File: config.mk
export PLATFORM = sky130hd
export DESIGN_NAME = hs_to_sync_rx
export DESIGN_NICKNAME = d
export VERILOG_FILES = /design/src/rtl/hs_to_sync_rx.sv
export SDC_FILE = /design/constraint.sdc
export NUM_CORES = 1
export LEC_CHECK = 0
export BUFFER_PORTS_ARGS = -buffer_cell sky130_fd_sc_hd__buf_2
export CAP_MARGIN = 20
export CORE_MARGIN = 2
export CORE_UTILIZATION = 58
export DETAILED_ROUTE_END_ITERATION = 7
export PLACE_DENSITY_LB_ADDON = 0.12
export SLEW_MARGIN = 0
export SYNTH_ARGS = -nofsm -noshare
export SYNTH_HDL_FRONTEND = slang
export SYNTH_SLANG_ARGS = --single-unit
File: constraint.sdc
create_clock -name clk_i -period 3.25 [get_ports clk_i]
set_input_delay 0.4875 -clock clk_i [delete_from_list [all_inputs] [get_ports clk_i]]
set_output_delay 0.4875 -clock clk_i [all_outputs]
set_load 0.005 [all_outputs]
File: src/rtl/hs_to_sync_rx.sv
// Clocked receiver for a four-phase bundled-data channel: synchronises the
// request, captures the bundled word into a small FIFO and returns a flop-driven ack.
module hs_to_sync_rx #(
    parameter int DATA_WIDTH  = 32,
    parameter int DEPTH       = 2,
    parameter int SYNC_STAGES = 2
) (
    input  logic                         clk_i,
    input  logic                         rst_ni,
    input  logic                         req_i,
    input  logic [DATA_WIDTH-1:0]        data_i,
    output logic                         ack_o,
    output logic                         valid_o,
    output logic [DATA_WIDTH-1:0]        data_o,
    input  logic                         ready_i,
    output logic [$clog2(DEPTH+1)-1:0]   count_o
);

    localparam int PW = $clog2(DEPTH);
    localparam int CW = $clog2(DEPTH + 1);

    typedef enum logic {
        WAIT_REQ = 1'b0,
        WAIT_REL = 1'b1
    } state_t;

    state_t                  r_state;
    logic [SYNC_STAGES-1:0]  r_sync;
    logic                    r_ack;
    logic                    r_valid;
    logic [CW-1:0]           r_count;
    logic [PW-1:0]           r_wptr;
    logic [PW-1:0]           r_rptr;
    logic [DATA_WIDTH-1:0]   r_mem [DEPTH];

    logic                    w_req_s;
    logic                    w_pop;
    logic                    w_push_ok;
    logic                    w_push;
    logic [CW-1:0]           w_count_nxt;

    assign w_req_s = r_sync[SYNC_STAGES-1];
    assign ack_o   = r_ack;
    assign valid_o = r_valid;
    assign count_o = r_count;
    assign data_o  = r_mem[r_rptr];

    // Push/pop decisions; a pop in the same cycle frees a slot for a full FIFO.
    always_comb begin
        w_pop       = r_valid & ready_i;
        w_push_ok   = (r_count < CW'(DEPTH)) | w_pop;
        w_push      = (r_state == WAIT_REQ) & w_req_s & w_push_ok;
        w_count_nxt = r_count;
        case ({w_push, w_pop})
            2'b10:   w_count_nxt = r_count + CW'(1);
            2'b01:   w_count_nxt = r_count - CW'(1);
            default: w_count_nxt = r_count;
        endcase
    end

    // Request synchroniser: the only sampler of req_i.
    always_ff @(posedge clk_i or negedge rst_ni) begin
        if (!rst_ni) begin
            r_sync <= '0;
        end else begin
            r_sync <= {r_sync[SYNC_STAGES-2:0], req_i};
        end
    end

    // Four-phase handshake FSM with flop-driven acknowledge.
    always_ff @(posedge clk_i or negedge rst_ni) begin
        if (!rst_ni) begin
            r_state <= WAIT_REQ;
            r_ack   <= 1'b0;
        end else begin
            case (r_state)
                WAIT_REQ: begin
                    if (w_push) begin
                        r_state <= WAIT_REL;
                        r_ack   <= 1'b1;
                    end
                end
                WAIT_REL: begin
                    if (!w_req_s) begin
                        r_state <= WAIT_REQ;
                        r_ack   <= 1'b0;
                    end
                end
                default: begin
                    r_state <= WAIT_REQ;
                    r_ack   <= 1'b0;
                end
            endcase
        end
    end

    // FIFO storage, pointers and occupancy; pointers wrap naturally as DEPTH is a power of two.
    always_ff @(posedge clk_i or negedge rst_ni) begin
        if (!rst_ni) begin
            for (int i = 0; i < DEPTH; i++) begin
                r_mem[i] <= '0;
            end
            r_wptr  <= '0;
            r_rptr  <= '0;
            r_count <= '0;
            r_valid <= 1'b0;
        end else begin
            if (w_push) begin
                r_mem[r_wptr] <= data_i;
                r_wptr        <= r_wptr + PW'(1);
            end
            if (w_pop) begin
                r_rptr <= r_rptr + PW'(1);
            end
            r_count <= w_count_nxt;
            r_valid <= (w_count_nxt != '0);
        end
    end

endmodule

==> results.toml, run 1 <==
[worst_hold_path]
hold_class = "input pin to async pin"

[detailed_routing]
wire_per_inst_um = 16.0
remaining_drc_errors = 0
drtPass1Iterations = 5
routed_wirelength_mm = 5.71
vias = 1871
avgViaCountPerCell = 5.26
drt_iter0_drc = 57
ant_nets = 0

[clock_tree]
insertion_delay_ns = 0.34
htree_levels = 3
cts_max_path_buffers = 2
cts.sinks = 73
cts.clk_slew.worst_paths_ns = 0.08
cts_hold_buf = 0
cts_setup_buffers = 0
clock-root-buffer = "clkbuf_8"
cts_resized = 0
cts_made_buffers = 9
cts_tree = "done"

[critical_path]
cp-start-kind = "flop"
cp.required_ns = 2.76
cp.arrival_ns = 1.77
crit_fanout = 17
cp-end-kind = "primary output"
crit_type = "flop to primary output"

[floorplan]
ioPinCount = 72
core_area_um2 = 5470
die_y_um = 79.2
die_w_um = 79.2
design.die.area_um2 = 6280
start_util = 0.600
num_rows = 27

[logic_synthesis]
ys_seq_area_frac = 0.556
syn_avg_cell_area_um2 = 16.2
synth.distinct_cells = 21
synthCells = 203
synth_top_flop_cell = "dfrtp_1"
ys_top_cells_by_area = "dfrtp_1, mux2_2, mux2_4"
syn_nets = 240
ys_ff_latch = 73
synthArstFlopShare = 1.00
synth.most_common_cell = "dfrtp_1"
synth.top_cells.by_count = "dfrtp_1, mux2_2, mux2_4"
syn_area_um2 = 3280
synth_edf_count = 0
yosysWarnings = 0
netlist.area_leader.share = 0.556
synth_area_leader_cell = "dfrtp_1"

[placed_design]
portBuffers = 71
place_hpwl_mm = 3.76
routabilityCongestion = 0.705

[sta]
min_period_ns = 2.26
post-route-period-util = 0.694
rsz0062_at_grt = "false"
hold-worst-slack_ns = 0.107
finalSetupViolations = 0
max_freq_mhz = 443
hold_viol = 0
tightest_slew_ns = 0.633
slew_headroom = 0.578
fin_skew_ns = 0.00762
finalMaxSlewViolations = 0
setup_tns_ns = 0

[flow_run]
max_cap_viol_count = 0

[grt]
grt_antenna_before_repair = 0
grt_max_degree = 33
grt_first_pass_wirelength_mm = 9.44
grt_pass1_vias = 1992
grt_usage = 0.198
overflow = 0

[power]
cellInternalPower_mw = 2.87
p_leak_nw = 1.84
vdd_drop_max_mv = 0.615
pwr-share-seq = 0.402
finalPower_mw = 4.03
power_density_nw_per_um2 = 1040
p_sw_mw = 1.16
pwr-share-clk = 0.187
comb_power_share = 0.411
switching_share = 0.287

[layout]
drive_gt1_frac = 0.665
syn_to_final_growth_pct = 17.9
nNetsFinal = 316
num_antenna_cells = 0

[outcome]
status = "completed"
kinds of logic after synthesis:
logic type,after synthesis,share of synthesized area
multiplexers,96,0.364
flip-flops,73,0.556
buffers and inverters,14,0.0354
AND/OR/NAND/NOR,9,0.0168
AO/OA/AOI/OAI,6,0.0133
XOR/XNOR,4,0.0107
adder cells (fa/ha/maj),1,0.00381
power by group through the flow:
| stage | sequential (mW) | clock [mW] | combinational [mW] |
|---|---|---|---|
| after floorplan | 1.53 | 0 | 1.25 |
| after global placement | 1.61 | 0 | 1.64 |
| after detailed placement | 1.62 | 0 | 1.67 |
| after CTS | 1.62 | 0.776 | 1.68 |
| after global routing | 1.68 | 0.804 | 1.81 |
| final | 1.62 | 0.753 | 1.66 |
state kept, by name (all words and copies together) (netlist names):
| name | cells |
|---|---|
| count_o | 2 |
| valid_o | 1 |
| r_mem | 64 |
| r_sync | 2 |
| r_rptr | 1 |
| ack_o | 1 |
| r_wptr | 1 |
| r_state | 1 |
cells in the final DEF (no fill, tap or decap), types with 3 or more instances in the layout:
cell type  synthesis  layout
dfrtp_1           73      73
buf_4              0       5
clkbuf_8           0       9
buf_2              6      71
inv_1              3       3
mux2_4            30      30
o21ai_0            4       4
clkinv_2           0       3
mux2_2            66      66
worst max-delay path: stages (launching register included):
cell	delay (ns)
dfrtp_1	0.58
buf_4	0.34
mux2_2	0.37
buf_2	0.13
stage by stage:
step	std cells	instance area (um2)	utilization	setup slack (ns)
6_report	356	3870	0.707	0.994
5_1_grt	356	3870	0.707	0.892
4_1_cts	356	3870	0.707	0.969
3_5_place_dp	340	3660	0.669	1.33
3_3_place_gp	340	3660	0.669	1.35
2_1_floorplan	203	3280	-	1.68
path summary, 6_finish.rpt:
kind / startpoint / endpoint / slack, ns / depth (start not counted)
hold / removal: rst_ni / r_mem[43] / 0.11 / 1
min in group clk_i: req_i / r_sync[0] / 0.25 / 1
setup / recovery: r_rptr / data_o[18] / 0.99 / 3
max in group asynchronous: rst_ni / r_mem[29] / 2.42 / 2
setup reg to reg: count_o[1] / r_mem[16] / 1.43 / 3
hold reg to reg: r_sync[0] / r_sync[1] / 0.35 / 0
routing by layer:
layer | up-vias | global-route usage | share of wire
met2 | 55 | 0.297 | 0.46
met4 | 0 | 0.0724 | 0.017
met3 | 9 | 0.0727 | 0.057
li1 | 870 | - | -
met5 | - | 0 | 0
met1 | 937 | 0.266 | 0.47
layout make-up:
type / count / area (um2)
fillers: 413 / 1600
multi-input cells: 116 / 1340
clock inverters: 6 / 82.6
repair buffers: 76 / 393
inverters: 3 / 11.3
flip-flops and latches: 73 / 1830
well taps: 72 / 90.1
clock buffers: 10 / 128
(Power assumes the default switching activity.)
==> run 2, diff against run 1 <==
Settings changed: ABC_AREA set to 1, CORE_UTILIZATION 58 to 49.
Clock period 3.25 ns to 2 ns, I/O delays scaled along.
==> run 2 against run 1 <==
  * Wire length rose by 46%
  * Synthesized cell count rose by 110%
  * Sequential share of layout area fell by 1.5 points
  * Non-clock buffer count rose by 10
  * Combinational power rose by 69%
  * Design area rose by 3.4%
  * Clock skew rose by 0.0029 ns
  * Critical path depth rose by 1
  * Largest cell class unchanged
==> results.toml, run 2 <==
[outcome]
status = "completed"

[floorplan]
start_util = 0.508
ioPinCount = 72
die_y_um = 87.9
core_area_um2 = 6790
num_rows = 30
design.die.area_um2 = 7730
die_w_um = 87.9

[power]
cellInternalPower_mw = 3.68
pwr-share-seq = 0.395
pwr-share-clk = 0.163
vdd_drop_max_mv = 0.750
p_leak_nw = 2.29
switching_share = 0.420
comb_power_share = 0.443
power_density_nw_per_um2 = 1590
finalPower_mw = 6.35
p_sw_mw = 2.67

[layout]
nNetsFinal = 526
mostFrequentLayoutCells = "nand2_1, dfrtp_1, buf_2, nand4_1, buf_4"
final_common_cell = "nand2_1"
drive_gt1_frac = 0.215
largest_register_ffs = 64
num_antenna_cells = 0
syn_to_final_growth_pct = 16.0
fin_area_um2 = 4000
largest-register = "r_mem"

[detailed_routing]
avgViaCountPerCell = 5.23
wire_per_inst_um = 14.2
dr_wl_met2_mm = 4.01
drt-met1-wl_mm = 3.86
route.met3.wl_um = 369
highest_layer = "met4"
routed_wirelength_mm = 8.35
remaining_drc_errors = 0
ant_nets = 0
drt_iter0_drc = 211
drtPass1Iterations = 4
vias = 3088

[sta]
finalSetupViolations = 0
post-route-period-util = 0.856
finalMaxSlewViolations = 0
slew_headroom = 0.592
min_period_ns = 1.71
rsz0062_at_grt = "false"
tightest_slew_ns = 0.612
hold-worst-slack_ns = 0.0661
max_freq_mhz = 584
setup_tns_ns = 0
fin_skew_ns = 0.0105
hold_viol = 0

[grt]
grt_first_pass_wirelength_mm = 13.9
grt_pass1_vias = 3014
grt_max_degree = 48
grt_antenna_before_repair = 0
overflow = 0
grt_usage = 0.233

[critical_path]
cp.required_ns = 1.70
slowest_stage = "dfrtp_1"
cp-start-kind = "flop"
cp.arrival_ns = 1.41
cp-end-kind = "primary output"
crit_buf_inv = 2
cpPeakStageDelay_ns = 0.39
cp_cell_sequence = "buf_4 > nand2_1 > nand2_1 > buf_2"
crit_fanout = 32
crit_family = "buffers and inverters"
crit_top_cell = "nand2_1"
crit_type = "flop to primary output"

[logic_synthesis]
synth_top_flop_cell = "dfrtp_1"
netlist.area_leader.share = 0.529
syn_nets = 463
syn_avg_cell_area_um2 = 8.10
syn_area_um2 = 3450
synth_edf_count = 0
synth.most_common_cell = "nand2_1"
yosysWarnings = 0
synth.distinct_cells = 18
ys_top_cells_by_area = "dfrtp_1, nand2_1, nand4_1"
ys_ff_latch = 73
ys_seq_area_frac = 0.529
synth.top_cells.by_count = "nand2_1, dfrtp_1, nand4_1"
synthArstFlopShare = 1.00
synth_area_leader_cell = "dfrtp_1"
synthCells = 426

[clock_tree]
clock-root-buffer = "clkbuf_8"
cts_made_buffers = 9
htree_levels = 3
cts.clk_slew.worst_paths_ns = 0.07
insertion_delay_ns = 0.34
cts.sinks = 73
cts_max_path_buffers = 2
cts_tree = "done"
cts_setup_buffers = 0

[placed_design]
routabilityCongestion = 0.751
place_hpwl_mm = 5.21
portBuffers = 71
placed_area_um2 = 3820

[flow_run]
max_cap_viol_count = 0

[worst_hold_path]
hold_class = "input pin to flop"
-- run 2: changes by cell type after synthesis, sizes merged, moves of 3 or more --
cell / delta
nand2: +233
mux2: -96
nand4: +64
buf: +21
inv: +7
nand3: +3
-- run 2: cell families (layout without fill, tap and decap cells) --
family / Yosys count / count (layout) / synth area share
AND/OR/NAND/NOR: 304 / 304 / 0.385
flip-flops: 73 / 73 / 0.529
buffers and inverters: 44 / 112 / 0.0740
AO/OA/AOI/OAI: 2 / 2 / 0.00290
XOR/XNOR: 2 / 2 / 0.00508
adder cells (fa/ha/maj): 1 / 1 / 0.00363
-- run 2: worst paths after layout --
path	start	end	slack, ns	depth (start not counted)
worst max register to register	r_state	r_mem[2]	0.44	6
max in group asynchronous	rst_ni	r_mem[1]	0.82	3
worst min-delay path	req_i	r_sync[0]	0.07	1
min in group asynchronous	rst_ni	r_mem[10]	0.51	2
worst min register to register	r_sync[0]	r_sync[1]	0.35	0
worst max-delay path	r_rptr	data_o[3]	0.29	4
-- run 2: cell type report --
class	instances	area [um2]
flip-flops and latches	73	1830
fillers	614	2790
multi-input cells	309	1370
clock inverters	3	15.0
repair buffers	86	473
well taps	96	120
clock buffers	13	159
inverters	10	40.0
-- run 2: repair_timing --
item / 4_1_cts / 5_1_grt
hold endpoints to repair: 39 / 0
setup endpoints to repair: 0 / 1
gates resized for setup: 0 / 2
hold buffers: 1 / 0
-- run 2: worst reg2reg max path, stage by stage, from the launching register on --
cell and delay (ns):
dfrtp_1 0.41, nor2_4 0.13, buf_4 0.39, nand3_2 0.14, buf_4 0.23, nand2_1 0.10
nand2_1 0.05
-- run 2: stage by stage --
stage / util / std cells / worst slack, ns
2_1_floorplan: - / 426 / 0.522
3_3_place_gp: 0.562 / 573 / 0.499
3_5_place_dp: 0.562 / 573 / 0.458
4_1_cts: 0.589 / 590 / 0.117
5_1_grt: 0.589 / 590 / 0.169
6_report: 0.589 / 590 / 0.289
-- run 2: routing by layer --
layer	GRT usage	up-vias
li1	-	1516
met1	0.310	1469
met2	0.376	90
met3	0.0386	13
met4	0.102	0
met5	0	-
-- run 2: power groups by stage --
| stage | registers (mW) | clock network, mW | logic (mW) |
|---|---|---|---|
| after floorplan | 2.43 | 0 | 1.98 |
| after global placement | 2.50 | 0 | 2.77 |
| after detailed placement | 2.52 | 0 | 2.83 |
| after CTS | 2.50 | 1.07 | 2.84 |
| after global routing | 2.58 | 1.13 | 3.23 |
| final | 2.50 | 1.03 | 2.81 |
==> run 3, diff against run 2 <==
Settings changed: CORE_UTILIZATION 49 to 35, GPL_TIMING_DRIVEN set to 1, PLACE_DENSITY_LB_ADDON 0.12 to unset.
==> run 3 against run 2 <==
  * Non-clock buffer count unchanged
  * Total power up 2.1%
  * Global-route usage down 5.5 points
  * Utilization down 17 points
  * Critical endpoint is now data_o[17]
==> results.toml, run 3 (synthesis gave the netlist of run 2 again) <==
[grt]
overflow = 0
grt_usage = 0.177
grt_max_degree = 74
grt_first_pass_wirelength_mm = 14.3
grt_pass1_vias = 2941
grt_antenna_before_repair = 0

[worst_hold_path]
hold_end = "r_sync[0]"
hold_depth = 1
worstHoldStart = "req_i"
hold_class = "input pin to flop"

[detailed_routing]
routed_wirelength_mm = 8.96
drt_iter0_drc = 151
drtPass1Iterations = 5
remaining_drc_errors = 0
ant_nets = 0
vias = 3059
avgViaCountPerCell = 4.89
wire_per_inst_um = 14.3

[critical_path]
r2r-end = "r_mem[45]"
crit_fanout = 18
r2r-start = "r_state"
cp-end-kind = "primary output"
r2r_slack_ns = 0.39
reg2reg_depth = 5
cp.arrival_ns = 1.50
crit_type = "flop to primary output"
cp-start-kind = "flop"
cp.required_ns = 1.70

[layout]
largest-register = "r_mem"
drive_gt1_frac = 0.217
final_common_cell = "nand2_1"
num_antenna_cells = 0
finalCoreUtilization = 0.421
mostFrequentLayoutCells = "nand2_1, dfrtp_1, buf_2, nand4_1, buf_4"
num-fill-cells = 1010
fin_area_um2 = 4080
syn_to_final_growth_pct = 18.2
nNetsFinal = 526
largest_register_ffs = 64

[sta]
slew_headroom = 0.728
finalMaxSlewViolations = 0
tightest_slew_ns = 0.408
post-route-period-util = 0.898
rsz0062_at_grt = "false"
hold_viol = 0
fin_skew_ns = 0.00780
setup_tns_ns = 0
hold-worst-slack_ns = 0.0575
finalSetupViolations = 0
min_period_ns = 1.80
max_freq_mhz = 557

[floorplan]
die_y_um = 103
ioPinCount = 72
design.die.area_um2 = 10700
num_rows = 36
start_util = 0.356
die_w_um = 103
core_area_um2 = 9680

[power]
p_sw_mw = 2.74
vdd_drop_max_mv = 0.483
switching_share = 0.423
pwr-share-seq = 0.385
power_density_nw_per_um2 = 1590
p_leak_nw = 2.30
pwr-share-clk = 0.166
comb_power_share = 0.448
finalPower_mw = 6.48
cellInternalPower_mw = 3.74

[clock_tree]
cts_tree = "done"
cts_made_buffers = 9
cts.sinks = 73
cts_resized = 0
clock-root-buffer = "clkbuf_8"
insertion_delay_ns = 0.35
cts.clk_slew.worst_paths_ns = 0.07
cts_max_path_buffers = 2
htree_levels = 3

[placed_design]
placed_area_um2 = 3890
routabilityCongestion = 0.729
portBuffers = 71
place_hpwl_mm = 5.37

[outcome]
status = "completed"

[flow_run]
max_cap_viol_count = 0
==> run 3: per-layer routing <==
layer	track usage	vias to the layer above	wire length, um
met3	0.0356	9	468
met1	0.234	1455	4170
met5	0	-	0
li1	-	1509	-
met2	0.290	86	4200
met4	0.0668	0	112
==> run 3: worst max-delay path, cell delays in order (launching register included) <==
cell and delay, ns:
dfrtp_1 0.39, inv_2 0.30, buf_12 0.20, nand2_1 0.06, nand2_1 0.08, buf_2 0.12
==> run 3: how the worst max path moves through the flow <==
| stage | from | end | slack [ns] | cells after the start |
|---|---|---|---|---|
| final | r_rptr | data_o[17] | 0.20 | 5 |
| after global routing | r_rptr | data_o[26] | 0.07 | 5 |
| after CTS | r_rptr | data_o[17] | 0.16 | 5 |
| after detailed placement | r_state | r_mem[5] | 0.45 | 5 |
| after global placement | ready_i | valid_o | 0.48 | 7 |
| after floorplan | valid_o | valid_o | 0.52 | 9 |
==> run 3: final cells by class <==
cell class,count,area [um2],share of cell area
clock buffer,12,165,0.0405
tap,133,166,0.0408
sequential,73,1830,0.448
clock inverter,3,15.0,0.00368
multi-input combinational,309,1370,0.336
timing repair buffer,86,498,0.122
inverter,10,37.5,0.00921
==> run 3: power groups by stage <==
stage | Sequential, mW | Combinational (mW) | Clock, mW
3_3_place_gp | 2.50 | 2.88 | 0
4_1_cts | 2.50 | 2.95 | 1.10
6_report | 2.50 | 2.91 | 1.08
3_5_place_dp | 2.52 | 2.94 | 0
5_1_grt | 2.59 | 3.35 | 1.16
2_1_floorplan | 2.43 | 1.98 | 0
==> run 3: repair_timing <==
action / in CTS / in global routing
hold buffers: 1 / 0
setup buffers: 0 / 0
endpoints found under the hold margin: 73 / 0
==> run 3: stage by stage <==
| stage | std cells | setup WS [ns] |
|---|---|---|
| 5_1_grt | 626 | 0.0743 |
| 2_1_floorplan | 426 | 0.522 |
| 3_5_place_dp | 610 | 0.447 |
| 6_report | 626 | 0.204 |
| 3_3_place_gp | 610 | 0.477 |
| 4_1_cts | 626 | 0.160 |
